`src/rtl/timer_irq_ctrl_pkg.sv`:
```
// Shared definitions for the timer0 interrupt controller: register map,
// flag bit positions and the request FSM state type.
package timer_irq_ctrl_pkg;

  localparam logic [7:0] ADDR_TIFR0  = 8'h15;
  localparam logic [7:0] ADDR_TIMSK0 = 8'h6E;

  localparam int BIT_TOV0  = 0;
  localparam int BIT_OCF0A = 1;
  localparam int BIT_OCF0B = 2;

  typedef enum logic [1:0] {
    ST_IDLE = 2'd0,
    ST_REQ  = 2'd1,
    ST_DONE = 2'd2
  } irq_state_e;

endpackage

```
`src/rtl/timer_irq_ctrl_if.sv`:
```
// Register bus between the CPU (master) and the timer interrupt controller.
interface timer_irq_ctrl_if;
  logic       write;
  logic       read;
  logic [7:0] addr;
  logic [7:0] wdata;
  logic [7:0] rdata;

  modport master (output write, read, addr, wdata, input rdata);
  modport slave  (input write, read, addr, wdata, output rdata);
endinterface

```
`src/rtl/timer_irq_ctrl_prio_enc.sv`:
```
// Fixed-priority encoder: OCF0A > OCF0B > TOV0. Returns whether any source
// is pending, the vector of the winner and a one-hot grant of the winner.
module irq_prio_enc
  import timer_irq_ctrl_pkg::*;
#(
  parameter logic [4:0] VEC_COMPA = 5'd14,
  parameter logic [4:0] VEC_COMPB = 5'd15,
  parameter logic [4:0] VEC_OVF   = 5'd16
) (
  input  logic [2:0] pending,
  output logic       valid,
  output logic [4:0] vector,
  output logic [2:0] grant
);

  // Pick the highest-priority pending source.
  always_comb begin
    valid  = 1'b0;
    vector = 5'd0;
    grant  = 3'b000;
    if (pending[BIT_OCF0A]) begin
      valid            = 1'b1;
      vector           = VEC_COMPA;
      grant[BIT_OCF0A] = 1'b1;
    end else if (pending[BIT_OCF0B]) begin
      valid            = 1'b1;
      vector           = VEC_COMPB;
      grant[BIT_OCF0B] = 1'b1;
    end else if (pending[BIT_TOV0]) begin
      valid           = 1'b1;
      vector          = VEC_OVF;
      grant[BIT_TOV0] = 1'b1;
    end
  end

endmodule

```
`src/rtl/timer_irq_ctrl.sv`:
```
// Timer0 interrupt controller: owns TIFR0/TIMSK0, arbitrates pending
// sources and runs the request/acknowledge handshake with the CPU.
module timer_irq_ctrl
  import timer_irq_ctrl_pkg::*;
#(
  parameter logic [4:0] VEC_COMPA = 5'd14,
  parameter logic [4:0] VEC_COMPB = 5'd15,
  parameter logic [4:0] VEC_OVF   = 5'd16
) (
  input  logic                   clk,
  input  logic                   rst,
  timer_irq_ctrl_if.slave        bus,
  input  logic                   tov_set,
  input  logic                   ocfa_set,
  input  logic                   ocfb_set,
  input  logic                   status_reg_interrupt_enable,
  output logic                   interrupt_request,
  output logic [4:0]             interrupt_vector,
  input  logic                   interrupt_executed
);

  irq_state_e state_q, state_d;
  logic [2:0] tifr_q, tifr_d;
  logic [2:0] timsk_q, timsk_d;
  logic [7:0] rdata_q, rdata_d;
  logic [4:0] vec_q, vec_d;
  logic [2:0] src_q, src_d;

  logic [2:0] pending;
  logic       enc_valid;
  logic [4:0] enc_vector;
  logic [2:0] enc_grant;
  logic [2:0] set_mask;
  logic       src_pending;
  logic       ack_take;
  logic       take_new;
  logic       unused_wdata;

  assign pending     = tifr_q & timsk_q;
  assign src_pending = |(src_q & pending);
  assign ack_take    = (state_q == ST_REQ) && interrupt_executed;
  assign take_new    = (state_q == ST_IDLE) && enc_valid && status_reg_interrupt_enable;
  assign unused_wdata = ^bus.wdata[7:3];

  assign set_mask[BIT_TOV0]  = tov_set;
  assign set_mask[BIT_OCF0A] = ocfa_set;
  assign set_mask[BIT_OCF0B] = ocfb_set;

  irq_prio_enc #(
    .VEC_COMPA (VEC_COMPA),
    .VEC_COMPB (VEC_COMPB),
    .VEC_OVF   (VEC_OVF)
  ) u_prio (
    .pending (pending),
    .valid   (enc_valid),
    .vector  (enc_vector),
    .grant   (enc_grant)
  );

  // FSM state register.
  always_ff @(posedge clk or negedge rst) begin
    if (!rst) state_q <= ST_IDLE;
    else      state_q <= state_d;
  end

  // FSM next state: an ack beats withdrawal because the CPU has already
  // taken the vector (and typically clears I in the same cycle).
  always_comb begin
    state_d = state_q;
    case (state_q)
      ST_IDLE: if (take_new) state_d = ST_REQ;
      ST_REQ: begin
        if (interrupt_executed)                              state_d = ST_DONE;
        else if (!src_pending || !status_reg_interrupt_enable) state_d = ST_IDLE;
      end
      ST_DONE: state_d = ST_IDLE;
      default: state_d = ST_IDLE;
    endcase
  end

  // FSM outputs: the vector is only visible while the request is high.
  always_comb begin
    interrupt_request = (state_q == ST_REQ);
    interrupt_vector  = (state_q == ST_REQ) ? vec_q : 5'd0;
  end

  // Latch the winning source when a request starts; frozen while in REQ.
  always_comb begin
    vec_d = vec_q;
    src_d = src_q;
    if (take_new) begin
      vec_d = enc_vector;
      src_d = enc_grant;
    end
  end

  // Flag and mask updates: clears first, then set strobes so a set wins.
  always_comb begin
    tifr_d  = tifr_q;
    timsk_d = timsk_q;
    if (bus.write && (bus.addr == ADDR_TIFR0))  tifr_d = tifr_d & ~bus.wdata[2:0];
    if (ack_take)                               tifr_d = tifr_d & ~src_q;
    tifr_d = tifr_d | set_mask;
    if (bus.write && (bus.addr == ADDR_TIMSK0)) timsk_d = bus.wdata[2:0];
  end

  // Registered read data; holds its value between reads.
  always_comb begin
    rdata_d = rdata_q;
    if (bus.read) begin
      case (bus.addr)
        ADDR_TIFR0:  rdata_d = {5'd0, tifr_q};
        ADDR_TIMSK0: rdata_d = {5'd0, timsk_q};
        default:     rdata_d = 8'h00;
      endcase
    end
  end

  // Register file, latched source and read data storage.
  always_ff @(posedge clk or negedge rst) begin
    if (!rst) begin
      tifr_q  <= 3'b000;
      timsk_q <= 3'b000;
      rdata_q <= 8'h00;
      vec_q   <= 5'd0;
      src_q   <= 3'b000;
    end else begin
      tifr_q  <= tifr_d;
      timsk_q <= timsk_d;
      rdata_q <= rdata_d;
      vec_q   <= vec_d;
      src_q   <= src_d;
    end
  end

  assign bus.rdata = rdata_q;

endmodule

```
`src/flat_wrapper.sv`:
```
// flat-port wrapper written by rule: the top's interface ports become plain ports
module timer_irq_ctrl_flat import timer_irq_ctrl_pkg::*;
#(
  parameter logic [4:0] VEC_COMPA = 5'd14,
  parameter logic [4:0] VEC_COMPB = 5'd15,
  parameter logic [4:0] VEC_OVF   = 5'd16
)
  (clk, rst, tov_set, ocfa_set, ocfb_set, status_reg_interrupt_enable, interrupt_request, interrupt_vector, interrupt_executed, bus_write, bus_read, bus_addr, bus_wdata, bus_rdata);
  timer_irq_ctrl_if bus_i ();
  input  logic clk;
  input  logic rst;
  input  logic tov_set;
  input  logic ocfa_set;
  input  logic ocfb_set;
  input  logic status_reg_interrupt_enable;
  output logic interrupt_request;
  output logic [4:0] interrupt_vector;
  input  logic interrupt_executed;
  input wire logic [$bits(bus_i.write)-1:0] bus_write;
  input wire logic [$bits(bus_i.read)-1:0] bus_read;
  input wire logic [$bits(bus_i.addr)-1:0] bus_addr;
  input wire logic [$bits(bus_i.wdata)-1:0] bus_wdata;
  output wire logic [$bits(bus_i.rdata)-1:0] bus_rdata;
  assign bus_i.write = bus_write;
  assign bus_i.read = bus_read;
  assign bus_i.addr = bus_addr;
  assign bus_i.wdata = bus_wdata;
  assign bus_rdata = bus_i.rdata;
  timer_irq_ctrl #(.VEC_COMPA(VEC_COMPA), .VEC_COMPB(VEC_COMPB), .VEC_OVF(VEC_OVF)) u_core (.clk(clk), .rst(rst), .bus(bus_i), .tov_set(tov_set), .ocfa_set(ocfa_set), .ocfb_set(ocfb_set), .status_reg_interrupt_enable(status_reg_interrupt_enable), .interrupt_request(interrupt_request), .interrupt_vector(interrupt_vector), .interrupt_executed(interrupt_executed));
endmodule
```
`config.mk`:
```
export PLATFORM = sky130hd
export DESIGN_NAME = timer_irq_ctrl_flat
export DESIGN_NICKNAME = d
export VERILOG_FILES = /design/src/rtl/timer_irq_ctrl_pkg.sv /design/src/rtl/timer_irq_ctrl_if.sv /design/src/rtl/timer_irq_ctrl_prio_enc.sv /design/src/rtl/timer_irq_ctrl.sv /design/src/flat_wrapper.sv
export SDC_FILE = /design/constraint.sdc
export NUM_CORES = 1
export LEC_CHECK = 0
export CAP_MARGIN = 5
export CELL_PAD_IN_SITES_DETAIL_PLACEMENT = 0
export CELL_PAD_IN_SITES_GLOBAL_PLACEMENT = 2
export CORE_MARGIN = 3
export CORE_UTILIZATION = 26
export DETAILED_ROUTE_END_ITERATION = 16
export PLACE_DENSITY_LB_ADDON = 0.1
export SLEW_MARGIN = 25
export SYNTH_ARGS = -nofsm -noshare
export SYNTH_HDL_FRONTEND = slang
export SYNTH_SLANG_ARGS = --single-unit
export TNS_END_PERCENT = 5
```
`constraint.sdc`:
```
create_clock -name clk -period 2 [get_ports clk]
set_input_delay 0.5 -clock clk [delete_from_list [all_inputs] [get_ports clk]]
set_output_delay 0.5 -clock clk [all_outputs]
set_load 0.02 [all_outputs]
```
==> results of run 1 <==
## power groups by stage
stage          clock, mW  sequential (mW)  combinational, mW
6_report           0.175            0.382              0.176
5_1_grt            0.197            0.392              0.197
4_1_cts            0.181            0.384              0.179
3_5_place_dp           0            0.391              0.184
3_3_place_gp           0            0.390              0.184
2_1_floorplan          0            0.380              0.116
## worst max-delay path: stages, from the launching register on
cell and delay [ns]:
sky130_fd_sc_hd__dfrtp_1 0.39, sky130_fd_sc_hd__and2b_1 0.24, sky130_fd_sc_hd__and2_1 0.16, sky130_fd_sc_hd__dlygate4sd2_1 0.34
## flip-flops by register name, summed over array words and instances, names as in the netlist
register,cells
u_core.bus.rdata,3
u_core.tifr_q,3
u_core.timsk_q,3
u_core.src_q,2
u_core.state_q,2
u_core.vec_q,2
## cells in the mapped netlist (2+ instances only)
library cell               count  share of area (%)
sky130_fd_sc_hd__and3b_1       3                3.0
sky130_fd_sc_hd__nand4_1       6                4.2
sky130_fd_sc_hd__and2_1        3                2.1
sky130_fd_sc_hd__nor2b_1       3                2.1
sky130_fd_sc_hd__nand3_1       4                2.3
sky130_fd_sc_hd__a31o_1        3                3.0
sky130_fd_sc_hd__nand2_1       9                3.8
sky130_fd_sc_hd__dfrtp_1      15                 42
sky130_fd_sc_hd__o22ai_1       2                1.4
sky130_fd_sc_hd__mux2_4        3                5.1
sky130_fd_sc_hd__inv_1         6                2.5
sky130_fd_sc_hd__o221ai_1      3                3.0
sky130_fd_sc_hd__buf_4         7                5.9
## final cells by class
class | instances | area (um^2) | share of cell area [%]
multi-input cells | 59 | 435 | 36.0
clock buffers | 4 | 26.3 | 2.17
inverters | 6 | 22.5 | 1.86
well taps | 44 | 55.1 | 4.55
flip-flops and latches | 15 | 375 | 31.0
repair buffers | 31 | 295 | 24.4
## worst min-delay path by stage
stage / start / endpoint / slack, ns / cells past startpoint
floorplan: rst / u_core.bus.rdata[0]$_DFFE_PN0P_ / 0.20 / 0
global placement: u_core.vec_q[3]$_DFFE_PN0P_ / u_core.vec_q[3]$_DFFE_PN0P_ / 0.47 / 2
detailed placement: u_core.vec_q[3]$_DFFE_PN0P_ / u_core.vec_q[3]$_DFFE_PN0P_ / 0.48 / 2
CTS: u_core.vec_q[3]$_DFFE_PN0P_ / u_core.vec_q[3]$_DFFE_PN0P_ / 0.51 / 2
global route: rst / u_core.tifr_q[1]$_DFF_PN0_ / 0.54 / 2
finish: u_core.vec_q[3]$_DFFE_PN0P_ / u_core.vec_q[3]$_DFFE_PN0P_ / 0.50 / 2
## routing by layer
metal | share of wire (%) | track usage (%) | routed length (um) | vias up
met5 | 0 | 0 | 0 | -
met4 | 1.1 | 5.54 | 22 | 0
met3 | 7.4 | 1.58 | 147 | 2
met2 | 52 | 18.8 | 1030 | 24
met1 | 39 | 11.4 | 785 | 344
li1 | - | - | - | 359
## kinds of logic after synthesis
logic type | after synthesis | share of synthesized area (%)
AND/OR/NAND/NOR | 36 | 27.0
buffers and inverters | 15 | 10.2
multiplexers | 3 | 5.08
flip-flops | 15 | 42.4
other | 1 | 0.423
AO/OA/AOI/OAI | 15 | 15.0
## repair_timing
item,4_1_cts,5_1_grt
gates cloned,0,0
setup buffers,0,0
pin swaps,0,0
resized for setup,6,0
hold buffers,0,0
endpoints found under the setup margin,6,3
## per-stage QoR
step                hold WS, ns  util [%]
global route              0.536      38.4
detailed placement        0.484      37.8
finish                    0.495      38.4
global placement          0.474      37.8
floorplan                 0.204         -
CTS                       0.505      38.4
==> flow_metrics.py, run 1 <==
metrics = {
    "critical_path": {
        "setup.worst_path.end_class": "output pin",
        "critical_path_peak_fanout": 4,
        "critical_path.startpoint_type": "register",
        "r2r_startpoint": "u_core.state_q[1]$_DFFE_PN0P_",
        "worstSetupPathType": "reg -> out",
        "timing.critical_path.from": "u_core.state_q[1]$_DFFE_PN0P_",
        "cp_data_required_time_ns": 1.50,
        "capture_point_of_the_worst_reg_to_reg_path": "u_core.src_q[1]$_DFFE_PN0P_",
        "crit_path_end": "interrupt_vector[3]",
        "reg2reg_depth": 3,
        "reg2reg_setup_slack_ns": 0.66,
        "critical_path_arrival_ns": 1.40,
    },
    "run_status": {
        "outcome": "complete, no violations",
    },
    "pwr": {
        "power_frac_seq_pct": 52.1,
        "irDropWorstVdd_mv": 0.155,
        "comb_power_share_pct": 24.0,
        "power_leakage_nw": 0.523,
        "power.share.clock_pct": 23.9,
        "switching_share_pct": 29.4,
        "powerDensity_nw_per_um2": 606,
        "cell_internal_pwr_mw": 0.517,
        "power.switching_mw": 0.216,
        "fin_total_pwr_mw": 0.733,
    },
    "cells_and_area": {
        "drive_gt1_share_pct": 11.3,
        "layout.cells.non_filler": 159,
        "nNetsFinal": 141,
        "antenna_cells_inserted": 0,
        "final_common_cell": "sky130_fd_sc_hd__clkdlybuf4s50_1",
        "n_fill_cell": 359,
        "layout.cells.most_common_list": "sky130_fd_sc_hd__clkdlybuf4s50_1, sky130_fd_sc_hd__dfrtp_1, sky130_fd_sc_hd__nand2_1",
        "fin_area_um2": 1210,
        "area_growth_pct": 36.6,
    },
    "global_route": {
        "antenna_found_initial": 0,
        "grt_max_degree": 16,
        "vias_in_the_first_global_route": 804,
        "globalRouteOverflowTotal": 0,
        "gr-usage-all-layers_pct": 10.3,
        "grt_pass1_wl_um": 3370,
    },
    "timing": {
        "timing.setup.tns_ns": 0,
        "pins_over_slew_limit": 0,
        "rsz0062_at_grt": "yes",
        "setup_violations": 0,
        "max_freq_mhz": 525,
        "worst_setup_slack_after_layout_ns": 0.0962,
        "final_clock_period_utilization_by_the_worst_path_pct": 95.2,
        "layout_min_cycle_time_ns": 1.90,
        "hold_viol": 0,
        "worst_clock_skew_ns": 0.00393,
    },
    "yosys": {
        "async_s_r_ff_share_synth_pct": 100,
        "yosys.cell_types.count": 31,
        "netlist_instances": 85,
        "ys.flop_type": "sky130_fd_sc_hd__dfrtp_1",
        "synth_edf_count": 0,
        "syn_area_um2": 886,
        "postSynthAreaPerCell_um2": 10.4,
        "yosysSeqAreaShare_pct": 42.4,
        "synth_seq_cells": 15,
        "yosys_warn_count": 0,
    },
    "floorplan": {
        "ios": 39,
        "fp.dieW_um": 64.4,
        "floorplan.initialDensity_pct": 28.1,
        "fp-row-count": 20,
        "floorplan.die.height_um": 64.4,
        "placeable_core_region_um2": 3150,
        "floorplan.die_area_um2": 4140,
    },
    "route": {
        "drc_errors": 0,
        "first_pass_iters": 2,
        "vias_per_cell": 4.58,
        "drt_iter0_markers": 12,
        "routedWlPerCell_um": 12.5,
        "dr_total_vias": 729,
        "antenna_left": 0,
        "drt-total-wl_um": 1990,
    },
    "clock_tree": {
        "cts_htree_levels": 1,
        "ctsRootBufferMaster": "sky130_fd_sc_hd__clkbuf_4",
        "tritoncts_clock_tree": "done",
        "clock_buffer_count_from_cts": 3,
        "worstSkewPairLatency_ns": 0.28,
        "clock_sink_count": 15,
        "cts.clk_slew.worst_paths_ns": 0.09,
        "cts_buffer_depth": 2,
    },
    "place": {
        "routabilityCongestion": 0.714,
        "post-place-ws_ns": 0.0362,
        "dpl_cell_area_um2": 1190,
        "numPlacedInstances": 155,
        "detailedPlacementHpwl_um": 1690,
        "portBuffers": 28,
    },
    "hold_path": {
        "worstHoldPathType": "reg -> reg",
    },
    "job": {
        "max_cap_violations": 0,
    },
}
Note: power is estimated with default switching activity, not from simulation.
==> inputs of run 2 (changes only) <==
--- a/config.mk
+++ b/config.mk
@@ -11,7 +11,7 @@
 export CORE_MARGIN = 3
 export CORE_UTILIZATION = 26
 export DETAILED_ROUTE_END_ITERATION = 16
-export PLACE_DENSITY_LB_ADDON = 0.1
+export PLACE_DENSITY = 0.89
 export SLEW_MARGIN = 25
 export SYNTH_ARGS = -nofsm -noshare
 export SYNTH_HDL_FRONTEND = slang
==> run 2 against run 1 <==
Net effect: sequential cell count unchanged; register-to-register slack about the same; clock skew is 0.0012 ns higher; core utilization grew 0.16 points; clock power about the same; critical path depth unchanged; combinational power about the same; critical endpoint is now interrupt_vector[1]; highest routed layer unchanged.
==> flow_metrics.py, run 2 (same netlist as run 1, synthesis figures left out) <==
metrics = {
    "route": {
        "dr_total_vias": 731,
        "vias_per_cell": 4.60,
        "first_pass_iters": 6,
        "routedWlPerCell_um": 12.4,
        "drt_iter0_markers": 18,
        "drc_errors": 0,
        "antenna_left": 0,
        "drt-total-wl_um": 1970,
    },
    "cells_and_area": {
        "final_common_cell": "sky130_fd_sc_hd__clkdlybuf4s50_1",
        "nNetsFinal": 141,
        "layout.cells.non_filler": 159,
        "layout.cells.most_common_list": "sky130_fd_sc_hd__clkdlybuf4s50_1, sky130_fd_sc_hd__dfrtp_1, sky130_fd_sc_hd__nand2_1",
        "antenna_cells_inserted": 0,
        "area_growth_pct": 37.1,
        "drive_gt1_share_pct": 12.2,
    },
    "place": {
        "routabilityCongestion": 0.725,
        "numPlacedInstances": 155,
        "detailedPlacementHpwl_um": 1610,
        "portBuffers": 28,
    },
    "clock_tree": {
        "cts_htree_levels": 1,
        "cts_buffer_depth": 2,
        "cts.clk_slew.worst_paths_ns": 0.10,
        "clock_sink_count": 15,
        "ctsRootBufferMaster": "sky130_fd_sc_hd__clkbuf_4",
        "worstSkewPairLatency_ns": 0.28,
        "cts_hold_buffers": 0,
        "tritoncts_clock_tree": "done",
        "clock_buffer_count_from_cts": 3,
        "cts_post_setup_buffers_inserted": 0,
    },
    "critical_path": {
        "critical_path_peak_fanout": 4,
        "worstSetupPathType": "reg -> out",
        "reg2reg_setup_slack_ns": 0.65,
        "r2r_startpoint": "u_core.state_q[1]$_DFFE_PN0P_",
        "setup.worst_path.end_class": "output pin",
        "critical_path.startpoint_type": "register",
        "critical_path_arrival_ns": 1.41,
        "reg2reg_depth": 3,
        "capture_point_of_the_worst_reg_to_reg_path": "u_core.src_q[1]$_DFFE_PN0P_",
        "cp_data_required_time_ns": 1.50,
    },
    "floorplan": {
        "fp.dieW_um": 64.4,
        "ios": 39,
        "floorplan.die.height_um": 64.4,
        "placeable_core_region_um2": 3150,
        "floorplan.die_area_um2": 4140,
        "fp-row-count": 20,
        "floorplan.initialDensity_pct": 28.1,
    },
    "timing": {
        "worst_clock_skew_ns": 0.00514,
        "max_freq_mhz": 522,
        "pins_over_slew_limit": 0,
        "layout_min_cycle_time_ns": 1.91,
        "rsz0062_at_grt": "yes",
        "timing.setup.tns_ns": 0,
        "setup_violations": 0,
        "hold_viol": 0,
        "final_clock_period_utilization_by_the_worst_path_pct": 95.7,
    },
    "global_route": {
        "grt_max_degree": 16,
        "vias_in_the_first_global_route": 769,
        "grt_pass1_wl_um": 3350,
        "gr-usage-all-layers_pct": 10.3,
        "antenna_found_initial": 0,
        "globalRouteOverflowTotal": 0,
    },
    "pwr": {
        "power_frac_seq_pct": 52.4,
        "switching_share_pct": 30.1,
        "power.switching_mw": 0.222,
        "powerDensity_nw_per_um2": 607,
        "comb_power_share_pct": 24.0,
        "power.share.clock_pct": 23.6,
        "irDropWorstVdd_mv": 0.185,
        "power_leakage_nw": 0.516,
        "cell_internal_pwr_mw": 0.515,
    },
    "hold_path": {
        "worstHoldPathType": "reg -> reg",
        "timing.hold.worst_endpoint": "u_core.vec_q[3]$_DFFE_PN0P_",
        "worstHoldStart": "u_core.vec_q[3]$_DFFE_PN0P_",
        "timing.hold.worst_path_depth": 2,
    },
    "job": {
        "max_cap_violations": 0,
    },
    "run_status": {
        "outcome": "complete, no violations",
    },
}
-- run 2: layout make-up --
cell class | count | area, um^2
repair buffers | 31 | 299
clock inverters | 1 | 5.00
flip-flops and latches | 15 | 375
multi-input cells | 59 | 435
fillers | 366 | 1940
clock buffers | 3 | 22.5
well taps | 44 | 55.1
inverters | 6 | 22.5
-- run 2: layer usage --
layer | vias to the layer above | wire length (um) | track usage [%]
met2 | 25 | 961 | 17.5
met4 | 0 | 14 | 3.96
li1 | 355 | - | -
met5 | - | 0 | 0
met3 | 2 | 131 | 2.64
met1 | 349 | 864 | 12.2
-- run 2: worst max-delay path: stages (launching register included) --
cell and delay, ns:
sky130_fd_sc_hd__dfrtp_1 0.40, sky130_fd_sc_hd__and2b_1 0.25, sky130_fd_sc_hd__and2_1 0.18, sky130_fd_sc_hd__clkdlybuf4s15_1 0.31
-- run 2: worst max-delay path by stage --
stage | slack (ns) | endpoint | cells past startpoint | start
finish | 0.09 | interrupt_vector[1] | 3 | u_core.state_q[1]$_DFFE_PN0P_
global route | -0.01 | interrupt_vector[1] | 3 | u_core.state_q[1]$_DFFE_PN0P_
CTS | 0.05 | interrupt_vector[2] | 3 | u_core.state_q[1]$_DFFE_PN0P_
detailed placement | 0.05 | u_core.timsk_q[0]$_DFFE_PN0P_ | 4 | bus_addr[6]
global placement | 0.08 | u_core.timsk_q[0]$_DFFE_PN0P_ | 4 | bus_addr[0]
floorplan | 0.29 | interrupt_vector[2] | 3 | u_core.state_q[1]$_DFFE_PN0P_
-- run 2: power groups by stage --
stage                     clock network [mW]  logic, mW  registers (mW)
final                                  0.174      0.177           0.386
after global routing                   0.194      0.198           0.394
after CTS                              0.179      0.178           0.388
after detailed placement                   0      0.183           0.393
after global placement                     0      0.179           0.392
after floorplan                            0      0.116           0.380
-- run 2: timing repair --
action	4_1_cts	5_1_grt
gates resized for setup	6	3
setup endpoints to repair	6	3
pin swaps	0	0
hold endpoints to repair	0	0
-- run 2: stage by stage --
step | area, um^2 | worst slack [ns] | util, % | hold slack (ns) | power, mW
final | 1210 | 0.0855 | 38.5 | 0.500 | 0.737
after global routing | 1210 | -0.00980 | 38.5 | 0.530 | 0.786
after CTS | 1210 | 0.0518 | 38.4 | 0.506 | 0.744
after detailed placement | 1190 | 0.0461 | 37.8 | 0.485 | 0.577
after global placement | 1190 | 0.0820 | 37.8 | 0.476 | 0.571
after floorplan | 901 | 0.292 | - | 0.204 | 0.496
==> inputs of run 3 (changes only) <==
==> constraint.sdc (replaced) <==
create_clock -name clk -period 2 [get_ports clk]
set_input_delay 0.6 -clock clk [delete_from_list [all_inputs] [get_ports clk]]
set_output_delay 0.6 -clock clk [all_outputs]
set_load 0.02 [all_outputs]
==> run 3 against run 2 <==
Net effect: cell count rose by 1.9%; worst hold slack improved by 0.017 ns; sequential share of layout area fell by 0.25 points; die area did not move; combinational power rose by 3%; clock skew fell by 0.0041 ns; critical endpoint is now interrupt_vector[2]; largest power group unchanged.
==> flow_metrics.py, run 3 (same netlist as run 1, synthesis figures left out) <==
metrics = {
    "route": {
        "antenna_left": 0,
        "first_pass_iters": 4,
        "vias_per_cell": 4.57,
        "drt-total-wl_um": 1990,
        "dr_total_vias": 741,
        "drt_iter0_markers": 22,
        "routedWlPerCell_um": 12.3,
        "drc_errors": 0,
    },
    "critical_path": {
        "r2r_startpoint": "u_core.state_q[1]$_DFFE_PN0P_",
        "timing.critical_path.from": "u_core.state_q[1]$_DFFE_PN0P_",
        "list_of_cells_traversed_by_the_critical_path": "and2b_1, and2_1, clkdlybuf4s15_1",
        "critical_path_buffers_and_inverters": 1,
        "critical-path-top-delay-family": "simple AND/OR/NAND/NOR gates",
        "setup.worst_path.end_class": "output pin",
        "cp_data_required_time_ns": 1.40,
        "worst_path_largest_cell_delay_ns": 0.39,
        "critical_path.startpoint_type": "register",
        "critical_path_peak_fanout": 4,
        "critical_path_arrival_ns": 1.39,
        "cp_slowest_cell": "sky130_fd_sc_hd__dfrtp_1",
        "worstSetupPathType": "reg -> out",
    },
    "global_route": {
        "grt_max_degree": 16,
        "gr-usage-all-layers_pct": 10.3,
        "grt_pass1_wl_um": 3420,
        "globalRouteOverflowTotal": 0,
        "vias_in_the_first_global_route": 797,
        "antenna_found_initial": 0,
    },
    "clock_tree": {
        "cts_buffer_depth": 2,
        "cts_hold_buffers": 0,
        "worstSkewPairLatency_ns": 0.27,
        "clock_sink_count": 15,
        "clock_buffer_count_from_cts": 3,
        "tritoncts_clock_tree": "done",
        "cts.clk_slew.worst_paths_ns": 0.08,
        "cts_htree_levels": 1,
        "ctsRootBufferMaster": "sky130_fd_sc_hd__clkbuf_4",
        "cts_post_setup_buffers_inserted": 0,
    },
    "cells_and_area": {
        "drive_gt1_share_pct": 16.1,
        "area_growth_pct": 38.3,
        "antenna_cells_inserted": 0,
        "layout.cells.non_filler": 162,
        "final_common_cell": "sky130_fd_sc_hd__clkdlybuf4s50_1",
        "layout.cells.most_common_list": "sky130_fd_sc_hd__clkdlybuf4s50_1, sky130_fd_sc_hd__dfrtp_1, sky130_fd_sc_hd__nand2_1",
        "nNetsFinal": 144,
    },
    "run_status": {
        "outcome": "complete, no violations",
    },
    "hold_path": {
        "worstHoldStart": "u_core.vec_q[3]$_DFFE_PN0P_",
        "worstHoldPathType": "reg -> reg",
    },
    "pwr": {
        "powerDensity_nw_per_um2": 602,
        "power_leakage_nw": 0.518,
        "irDropWorstVdd_mv": 0.175,
        "fin_total_pwr_mw": 0.737,
    },
    "timing": {
        "final_clock_period_utilization_by_the_worst_path_pct": 99.5,
        "max_freq_mhz": 503,
        "layout_min_cycle_time_ns": 1.99,
        "final.hold.worst_slack_ns": 0.517,
        "setup_violations": 0,
        "rsz0062_at_grt": "yes",
        "pins_over_slew_limit": 0,
        "worst_clock_skew_ns": 0.00109,
        "hold_viol": 0,
    },
    "floorplan": {
        "fp.dieW_um": 64.4,
        "fp-row-count": 20,
        "ios": 39,
        "floorplan.initialDensity_pct": 28.1,
        "floorplan.die_area_um2": 4140,
        "floorplan.die.height_um": 64.4,
        "placeable_core_region_um2": 3150,
    },
    "place": {
        "routabilityCongestion": 0.707,
        "numPlacedInstances": 158,
        "portBuffers": 28,
        "detailedPlacementHpwl_um": 1660,
    },
    "job": {
        "max_cap_violations": 0,
    },
}
[run 3: path summary, 6_finish.rpt]
check / end / slack, ns / cells after the start
max: interrupt_vector[2] / 0.01 / 3
min: u_core.vec_q[3]$_DFFE_PN0P_ / 0.52 / 2
max reg2reg: u_core.src_q[1]$_DFFE_PN0P_ / 0.66 / 3
min reg2reg: u_core.vec_q[3]$_DFFE_PN0P_ / 0.52 / 2
max in group asynchronous: u_core.vec_q[3]$_DFFE_PN0P_ / 1.19 / 2
min in group asynchronous: u_core.state_q[0]$_DFFE_PN0P_ / 0.64 / 2
[run 3: worst register-to-register path, cell delays in order, from the launching register on]
cell and delay, ns:
sky130_fd_sc_hd__dfrtp_1 0.39, sky130_fd_sc_hd__or3b_1 0.52, sky130_fd_sc_hd__a31oi_4 0.20, sky130_fd_sc_hd__o22ai_1 0.10
[run 3: metal layers]
metal,GRT usage [%],vias up,wire (um)
met4,2.37,0,7
met5,0,-,0
li1,-,364,-
met2,18.4,31,975
met3,2.28,2,159
met1,12.4,344,844
[run 3: report_power, final]
group / switching [mW] / internal, mW
logic: 0.0881 / 0.0941
registers: 0.0385 / 0.349
clock network: 0.0904 / 0.0773
[run 3: layout make-up]
cell class	count	area [um^2]
clock buffer	4	26.3
fill	340	1930
inverter	6	22.5
multi-input combinational	59	435
sequential	15	375
tap	44	55.1
timing repair buffer	34	310
[run 3: repair_timing]
action                                  in CTS  in global routing
endpoints found under the setup margin       6                  6
resized for setup                            6                  9
endpoints found under the hold margin        0                  0
pin swaps                                    0                  0
[run 3: per-stage QoR]
stage,area [um^2],util [%],setup slack [ns],setup TNS [ns]
after floorplan,901,-,0.192,0
after global placement,1210,38.5,-0.0154,-0.0561
after detailed placement,1210,38.5,-0.0517,-0.149
after CTS,1230,39.1,-0.0407,-0.111
after global routing,1220,38.8,-0.0975,-0.275
final,1220,38.8,0.0108,0
